$ cat config.mk
export PLATFORM = sky130hd
export DESIGN_NAME = hazard_sb
export DESIGN_NICKNAME = d
export VERILOG_FILES = /design/src/rtl/hazard_pkg.sv /design/src/rtl/hz_scoreboard.sv /design/src/rtl/hazard_sb.sv
export SDC_FILE = /design/constraint.sdc
export NUM_CORES = 1
export LEC_CHECK = 0
export ABC_AREA = 1
export BUFFER_PORTS_ARGS = -buffer_cell sky130_fd_sc_hd__buf_2
export CORE_AREA = 2 2 148 150
export CTS_CLUSTER_SIZE = 14
export DETAILED_ROUTE_END_ITERATION = 7
export DIE_AREA = 0 0 150 152
export GPL_TIMING_DRIVEN = 0
export PLACE_DENSITY = 0.7
export SETUP_SLACK_MARGIN = 0.1
export SYNTH_ARGS = -nofsm -noshare
export SYNTH_HDL_FRONTEND = slang
export SYNTH_SLANG_ARGS = --single-unit
export TNS_END_PERCENT = 10
$ cat constraint.sdc
create_clock -name i_clk -period 7.3 [get_ports i_clk]
set_input_delay 1.825 -clock i_clk [delete_from_list [all_inputs] [get_ports i_clk]]
set_output_delay 1.825 -clock i_clk [all_outputs]
set_load 0.05 [all_outputs]
$ cat src/rtl/hazard_pkg.sv
// Shared encodings for the hazard/forwarding unit: writeback mux codes and register index width.
package hazard_pkg;

    localparam int REG_IDX_W = 5;

    localparam logic [1:0] WB_MUX_RES  = 2'b00;
    localparam logic [1:0] WB_MUX_LOAD = 2'b01;
    localparam logic [1:0] WB_MUX_RET  = 2'b10;

    // An EX-stage producer whose result is an ALU result or a load has no data ready yet.
    function automatic logic ex_result_pending(input logic [1:0] mux);
        return (mux == WB_MUX_RES) || (mux == WB_MUX_LOAD);
    endfunction

endpackage

$ cat src/rtl/hz_scoreboard.sv
// Long-latency operation scoreboard: busy bit per register, outstanding count, full flag, sticky error.
module hz_scoreboard
    import hazard_pkg::*;
#(
    parameter int LO_MAX = 4
) (
    input  logic                 clk,
    input  logic                 rst,
    input  logic                 issue,
    input  logic [REG_IDX_W-1:0] issue_rd,
    input  logic                 done,
    input  logic [REG_IDX_W-1:0] done_rd,
    output logic [31:0]          busy,
    output logic                 full,
    output logic                 err
);

    logic [3:0]  count_q, count_d;
    logic [31:0] busy_q, busy_d;
    logic        err_q, err_d;
    logic        issue_ok, done_ok;

    assign full = (count_q == 4'(LO_MAX));
    assign busy = busy_q;
    assign err  = err_q;

    // Next-state: completion clears first, then issue sets so a same-register issue wins.
    always_comb begin
        issue_ok = issue && (issue_rd != '0) && !full;
        done_ok  = done && busy_q[done_rd];
        busy_d   = busy_q;
        count_d  = count_q;
        err_d    = err_q;
        if (done_ok) begin
            busy_d[done_rd] = 1'b0;
        end
        if (issue_ok) begin
            busy_d[issue_rd] = 1'b1;
        end
        if (issue_ok && !done_ok) begin
            count_d = count_q + 4'd1;
        end else if (done_ok && !issue_ok) begin
            count_d = count_q - 4'd1;
        end
        if ((issue && full) || (done && !busy_q[done_rd])) begin
            err_d = 1'b1;
        end
        busy_d[0] = 1'b0;
    end

    // State register; reset drops all in-flight operations and any request in the same cycle.
    always_ff @(posedge clk) begin
        if (rst) begin
            busy_q  <= '0;
            count_q <= '0;
            err_q   <= 1'b0;
        end else begin
            busy_q  <= busy_d;
            count_q <= count_d;
            err_q   <= err_d;
        end
    end

endmodule

$ cat src/rtl/hazard_sb.sv
// Data hazard detection and operand forwarding for the ID stage, backed by a long-op scoreboard.
module hazard_sb
    import hazard_pkg::*;
#(
    parameter int NRS    = 2,
    parameter int XLEN   = 32,
    parameter int LO_MAX = 4,
    parameter int FWD_EN = 1
) (
    input  logic                       i_clk,
    input  logic                       i_rst,
    input  logic [NRS-1:0]             i_hz_rs,
    input  logic [NRS*REG_IDX_W-1:0]   i_rs,
    input  logic [NRS*XLEN-1:0]        i_rs_raw_d,
    input  logic                       i_hz_rd,
    input  logic [REG_IDX_W-1:0]       i_rd,
    input  logic [REG_IDX_W-1:0]       i_ex_wb_reg,
    input  logic [REG_IDX_W-1:0]       i_ma_wb_reg,
    input  logic [REG_IDX_W-1:0]       i_wb_wb_reg,
    input  logic                       i_ex_wb_en,
    input  logic                       i_ma_wb_en,
    input  logic                       i_wb_wb_en,
    input  logic [1:0]                 i_ex_wb_mux,
    input  logic [1:0]                 i_ma_wb_mux,
    input  logic [XLEN-1:0]            i_ex_ret,
    input  logic [XLEN-1:0]            i_ma_res,
    input  logic [XLEN-1:0]            i_ma_rd_dat,
    input  logic [XLEN-1:0]            i_ma_ret,
    input  logic [XLEN-1:0]            i_wb_wb_d,
    input  logic                       i_lo_issue,
    input  logic [REG_IDX_W-1:0]       i_lo_rd,
    input  logic                       i_lo_done,
    input  logic [REG_IDX_W-1:0]       i_lo_done_rd,
    input  logic [XLEN-1:0]            i_lo_dat,
    output logic [NRS*XLEN-1:0]        o_rs_d,
    output logic                       o_hz_data,
    output logic                       o_lo_full,
    output logic                       o_err
);

    logic [31:0]    busy;
    logic [NRS-1:0] port_hz;
    logic [XLEN-1:0] ma_data;
    logic           waw_hz;
    logic           full_issue_hz;

    hz_scoreboard #(
        .LO_MAX(LO_MAX)
    ) u_scoreboard (
        .clk     (i_clk),
        .rst     (i_rst),
        .issue   (i_lo_issue),
        .issue_rd(i_lo_rd),
        .done    (i_lo_done),
        .done_rd (i_lo_done_rd),
        .busy    (busy),
        .full    (o_lo_full),
        .err     (o_err)
    );

    // Select which MA-stage value would be written back, shared by every read port.
    always_comb begin
        ma_data = i_ma_res;
        case (i_ma_wb_mux)
            WB_MUX_LOAD: ma_data = i_ma_rd_dat;
            WB_MUX_RET:  ma_data = i_ma_ret;
            default:     ma_data = i_ma_res;
        endcase
    end

    for (genvar k = 0; k < NRS; k++) begin : g_port
        logic [REG_IDX_W-1:0] rs;
        logic [XLEN-1:0]      raw;
        logic [XLEN-1:0]      fwd;
        logic [XLEN-1:0]      data;
        logic                 valid, ex_hit, ma_hit, wb_hit, lo_hit, hz;

        assign rs  = i_rs[REG_IDX_W*k +: REG_IDX_W];
        assign raw = i_rs_raw_d[XLEN*k +: XLEN];

        // Youngest producer wins; a completing long op can be bypassed in the same cycle.
        always_comb begin
            valid  = i_hz_rs[k] && (rs != '0);
            ex_hit = valid && i_ex_wb_en && (i_ex_wb_reg == rs);
            ma_hit = valid && i_ma_wb_en && (i_ma_wb_reg == rs);
            wb_hit = valid && i_wb_wb_en && (i_wb_wb_reg == rs);
            lo_hit = valid && i_lo_done && (i_lo_done_rd == rs);
            if (ex_hit) begin
                fwd = i_ex_ret;
            end else if (ma_hit) begin
                fwd = ma_data;
            end else if (wb_hit) begin
                fwd = i_wb_wb_d;
            end else if (lo_hit) begin
                fwd = i_lo_dat;
            end else begin
                fwd = raw;
            end
            if (FWD_EN != 0) begin
                data = fwd;
                hz   = (ex_hit && ex_result_pending(i_ex_wb_mux)) ||
                       (valid && busy[rs] && !lo_hit);
            end else begin
                data = raw;
                hz   = ex_hit || ma_hit || wb_hit || (valid && busy[rs]);
            end
        end

        assign o_rs_d[XLEN*k +: XLEN] = data;
        assign port_hz[k]             = hz;
    end

    assign waw_hz        = i_hz_rd && (i_rd != '0) && busy[i_rd];
    assign full_issue_hz = i_lo_issue && o_lo_full;
    assign o_hz_data     = (|port_hz) || waw_hz || full_issue_hz;

endmodule

==> Yosys cells after proc, flatten, opt, wreduce, memory -nomap -nowiden <==
Cells that the tools add are included.
{ "word_totals": {"reg_bits": 37, "out_inout_bits": 67, "elab_cells": 107} }
{ "op_classes": {"add_sub_neg": 2, "order_cmp": 7, "n_eq_ne": 12, "muxes": 25, "bitwise": 3, "reduce_logical": 54} }
{ "ops": {"columns": ["op", "n"], "rows": [
  ["32-bit 2-to-1 mux", 10],
  ["32-bit case mux with 2 select lines", 1],
  ["5-bit == test", 8],
  ["1-bit logical AND", 35],
  ["32-bit AND", 1],
  ["32-bit inverter", 1],
  ["32-bit OR", 1],
  ["5-bit by 6-bit less-than comparator with 1-bit output (second input constant)", 5],
  ["1-bit binary-select mux with 5-bit select", 4],
  ["5-bit nonzero test", 4],
  ["1-bit demux with 5-bit select", 2],
  ["5-bit by 1-bit greater-or-equal comparator with 1-bit output (second input constant)", 2],
  ["4-bit 2-to-1 mux", 2],
  ["1-bit zero test", 6],
  ["1-bit logical OR", 6],
  ["1-bit 2-to-1 mux", 6],
  ["4-bit by 1-bit adder with 4-bit output (second input constant)", 1],
  ["2-bit by 1-bit == test with 1-bit output (second input constant)", 2],
  ["4-bit by 3-bit == test with 1-bit output (second input constant)", 1],
  ["4-bit by 1-bit subtractor with 4-bit output (second input constant)", 1],
  ["2-bit == test (second input constant)", 1],
  ["2-bit zero test", 1],
  ["2-bit nonzero test", 1],
  ["2-bit OR reduction", 1]
]} }

==> Longest topological paths before layout <==
{ "depth": {"depth_word": 10, "depth_mapped": 22, "mapped_depth_nobuf": 20} }

==> Cells and area by module <==
A second synthesis with hierarchy kept.
{ "hier_totals": {"cells_unflattened": 1786, "hier_area_um2": 8863.5} }
{ "modules_own_cells": {"columns": ["mod", "n_inst", "cells_each", "area_each_um2"], "rows": [
  ["hazard_sb", 1, 1408, 6397.4],
  ["hz_scoreboard", 1, 378, 2466.1]
]} }

==> Worst setup path after synthesis <==
Ideal clock, no wire load.
{ "synth_timing": {"path_type": "in2out", "from": "input port i_ma_wb_mux[0]", "to": "output port o_rs_d[10]", "t_arrival_ns": 3.297, "required_ns": 5.475, "path_slack_ns": 2.178, "cell_stages": 10, "path_buffers": 2, "path_cell_list": "inv_1 -> ha_1 -> buf_2 -> buf_1 -> a21oi_1 -> a22oi_1 -> o21ai_0 -> clkinv_1 -> nand2_1 -> nand2_1"} }
{ "synth_via": {"elab_chain_len": 4, "word_cells_on_any_way": 5} }
{ "synth_rtl": {"columns": ["element", "line_no", "source"], "rows": [
  ["start, declared", "hazard_sb.sv:24", "input logic [1:0] i_ma_wb_mux,"],
  ["2-bit == test or 2-bit by 1-bit == test with 1-bit output (tied branches)", "hazard_sb.sv:64", "case (i_ma_wb_mux)"],
  ["32-bit case mux with 2 select lines *", "hazard_sb.sv:64", null],
  ["32-bit 2-to-1 mux *", "hazard_sb.sv:90", "end else if (ma_hit) begin"],
  ["32-bit 2-to-1 mux *", "hazard_sb.sv:88", "if (ex_hit) begin"],
  ["end, declared", "hazard_sb.sv:35", "output logic [NRS*XLEN-1:0] o_rs_d,"]
]} }
Mark *: on every way between the ends. The rest lies on a longest branch, timed or not.

==> Final worst setup path <==
{ "layout_timing": {"from": "input port i_lo_done_rd[1]", "to": "output port o_rs_d[56]"} }
{ "layout_via": {"elab_chain_len": 6} }
{ "layout_rtl": {"columns": ["element", "line_no", "source"], "rows": [
  ["start, declared", "hazard_sb.sv:33", "input logic [REG_IDX_W-1:0] i_lo_done_rd,"],
  ["5-bit == test", "hazard_sb.sv:87", "lo_hit = valid && i_lo_done && (i_lo_done_rd == rs);"],
  ["1-bit logical AND", "hazard_sb.sv:87", null],
  ["32-bit 2-to-1 mux", "hazard_sb.sv:94", "end else if (lo_hit) begin"],
  ["32-bit 2-to-1 mux", "hazard_sb.sv:92", "end else if (wb_hit) begin"],
  ["32-bit 2-to-1 mux", "hazard_sb.sv:90", null],
  ["32-bit 2-to-1 mux", "hazard_sb.sv:88", null]
]} }
Every way passes these cells.

==> PnR_summary.wiki <==
{| class="wikitable"
! Metric !! Value
|-
| Post-synthesis share of cell area spent on full adders, half adders and majority gates || 0.924%
|-
| Routed Antenna Nets || 0
|-
| Clock sink total || 36
|-
| Number of global-route vias before repair || 12,200
|-
| Number of endpoints failing setup at the final stage || 0
|-
| Die Area || 22,800 µm²
|-
| Arrival @ worst endpoint || 4.03 ns
|-
| CTS Buf Count || 5
|-
| First-pass GRT wire length || 70,700 µm
|-
| Max Fanout on Critical Path || 10
|-
| Xor and xnor area share after synthesis || 2.52%
|-
| Post-Synthesis Net Count || 1,992
|-
| Average wire per standard cell || 20.3 µm
|-
| Most congested layer reported by global routing || met2
|-
| CP peak stage delay || 0.36 ns
|-
| Met2 usage in global routing || 63.6%
|-
| Number of input and output port buffers inserted || 361
|-
| Count of non-filler cells in the finished layout || 2,342
|-
| Tightest Hold Check Type || flop to flop
|-
| CTS Buffer Depth || 2
|-
| Commonest non-fill, non-tap cell in the layout || nand2_1
|-
| Core area || 21,400 µm²
|-
| DPL Wire Length || 38,500 µm
|-
| Fraction of registers with async set/reset || 0%
|-
| Drt drc || 0
|-
| Met3 usage in global routing || 5.38%
|-
| GR met1 Demand/Resource || 53.4%
|-
| Maximum capacitance violations || 0
|-
| Reg clk slew, reported paths || 0.06 ns
|-
| Count of flip-flops with a built-in enable after synthesis || 0
|-
| Number of resized instances in the post-cts repair step || 0
|-
| Final #Nets || 2,360
|-
| Worst ir drop on vdd || 171 µV
|-
| Maximum number of pins on one net before global-route repair || 13
|-
| Clock root cell || clkbuf_16
|-
| Worst hold margin || 0.486 ns
|-
| Remaining global-route overflow || 0
|-
| Area overhead of the layout relative to synthesis || 26.5%
|-
| Largest family of logic cells by synthesized area || simple AND/OR/NAND/NOR gates
|-
| Worst slew margin relative to its limit || 37.9%
|-
| Run status || finished, final reports clean
|-
| Top library cells by usage in the layout, fill and taps aside || nand2_1, buf_2, inv_1
|-
| PnR Total Power || 1.14 mW
|-
| Number of stages on the worst hold path || 2
|-
| Effective utilization at floorplan || 41.9%
|-
| Number of buffers added for setup after CTS || 0
|-
| Type of origin of the critical path || primary input
|-
| Final Slew Violations || 0
|-
| Cell leakage power || 6.01 nW
|-
| Peak Freq || 171 MHz
|-
| Final critical-path required period || 5.85 ns
|-
| Post-Syn Area || 8940 µm²
|-
| Insertion delay of the later-clocked pin in the worst-skew pair || 0.28 ns
|-
| Capturing element type of the critical path || output pin
|-
| Placement row count || 54
|-
| Via density per instance || 5.62
|-
| Count of TritonRoute iterations in the first routing pass || 8
|-
| CP most frequent cell || nand2_1
|-
| Required time of the critical path || 5.48 ns
|-
| Critical-path cell with the highest stage delay || nor2_2
|-
| Multiplexer area fraction after synthesis || 0%
|-
| Initial antenna violation count || 16
|-
| WS Path Type || primary input to output pin
|-
| Avg Synthesized Cell Area || 5.33 µm²
|-
| Final Hold Viols || 0
|-
| Post-synth cell types || 41
|-
| Simple-Gate Fraction of Synth Area || 53.6%
|-
| Routability congestion estimate from global placement || 1.01
|-
| DRT iter0 DRCs || 1,226
|-
| Aggregate negative setup slack || 0 ns
|-
| Transition time at the pin with the least slew margin || 0.925 ns
|-
| Primary FF master, synth || dfxtp_1
|-
| FF-to-FF path depth || 20
|-
| Layout Skew || 0.00469 ns
|-
| Placed cells || 2,317
|-
| Overall routing resource usage || 39.9%
|-
| Share of post-route cells with drive strength above 1 || 29.7%
|-
| Die Span X || 150 µm
|-
| Wirelength, routed || 47,600 µm
|-
| Final worst-path cycle share || 80.1%
|-
| Floorplan die height || 152 µm
|-
| Synth Warn # || 0
|-
| Total via count in the routed design || 13,200
|-
| CTS tree || built
|-
| CP cell instances || buf_2 -> clkinv_2 -> o22ai_1 -> nor2_2 -> nand3_2 -> buf_4 -> nand2_1 -> nand3_1 -> nand3_1 -> nand2_1 -> nand2_1 -> buf_2
|-
| Cell count after synthesis || 1,676
|-
| Power density relative to cell area || 101 nW/µm²
|-
| Clock H-tree levels || 2
|-
| Share of the yosys chip area belonging to registers || 8.06%
|-
| Unrepaired setup endpoints after global routing || false
|-
| Compound-Gate Fraction of Synth Area || 15.3%
|-
| Number of synthesized register bits || 36
|-
| Number of I/O pins || 377
|-
| Number of hold buffers added after cts || 0
|}
[where the power goes]
part	total (mW)	internal (mW)	switching [mW]
Combinational	0.683	0.207	0.475
Clock	0.243	0.160	0.0829
Sequential	0.214	0.205	0.00972
Total	1.14	0.572	0.568
[critical path: cells and delay by family]
kind / cells / cell delay, ns
and+or+nand+nor: 7 / 1.16
buffers and inverters: 4 / 0.90
AOI/OAI and AO/OA: 1 / 0.12
[registers in the layout, indices dropped and copies added (netlist names)]
signal and flops:
u_scoreboard.busy 31, u_scoreboard.count_q 4, u_scoreboard.err 1
[synthesized netlist by cell type, types with 24 or more instances]
cell type | instances | area share, %
dfxtp_1 | 36 | 8.1
nor2_1 | 61 | 2.6
buf_2 | 69 | 3.9
o21ai_0 | 50 | 2.8
inv_2 | 24 | 1.0
a21oi_1 | 55 | 3.1
nand3_2 | 67 | 7.5
a22oi_1 | 32 | 2.7
clkbuf_1 | 26 | 1.1
nand3_1 | 174 | 9.7
inv_1 | 226 | 9.5
nand4_1 | 131 | 9.2
nand2_1 | 520 | 22
o21ai_1 | 33 | 1.8
a21oi_2 | 30 | 2.9
[metrics by stage]
step                      cell area, µm²  util (%)  setup WS, ns
after floorplan                     8940         -          2.18
after global placement             11100      52.0          1.56
after detailed placement           11100      52.0          1.57
after CTS                          11300      52.8          1.57
after global routing               11300      52.9          1.29
final                              11300      53.0          1.45
[area by class of cell]
type / instances / area, µm²
clock inverters: 3 / 42.5
repair buffers: 361 / 1810
inverters: 272 / 1020
diodes: 17 / 42.5
well taps: 280 / 350
flip-flops and latches: 36 / 721
multi-input cells: 1242 / 6470
fillers: 2385 / 10000
clock buffers: 5 / 125
plain buffers: 126 / 721
[worst paths after layout]
check | startpoint | end | slack, ns
worst max-delay path | i_lo_done_rd[1] | o_rs_d[56] | 1.45
worst min-delay path | u_scoreboard.err | u_scoreboard.err | 0.49
worst max register to register | u_scoreboard.busy[12] | u_scoreboard.count_q[3] | 4.41
worst min register to register | u_scoreboard.err | u_scoreboard.err | 0.49
[cells by family (layout without fill, tap and decap cells)]
group	Yosys count	after routing
simple gates	988	988
buf+inv	398	767
compound gates	224	224
flops	36	36
xor+xnor	24	24
fa+ha+maj	6	6
other cells	0	17
[per-layer routing]
layer	wire length, µm	vias up	part of all wire, %
li1	-	6224	-
met1	19100	5996	40
met2	21700	790	46
met3	4630	146	9.7
met4	2230	2	4.7
met5	13	-	0.027
Note: power is estimated with default switching activity, not from simulation.
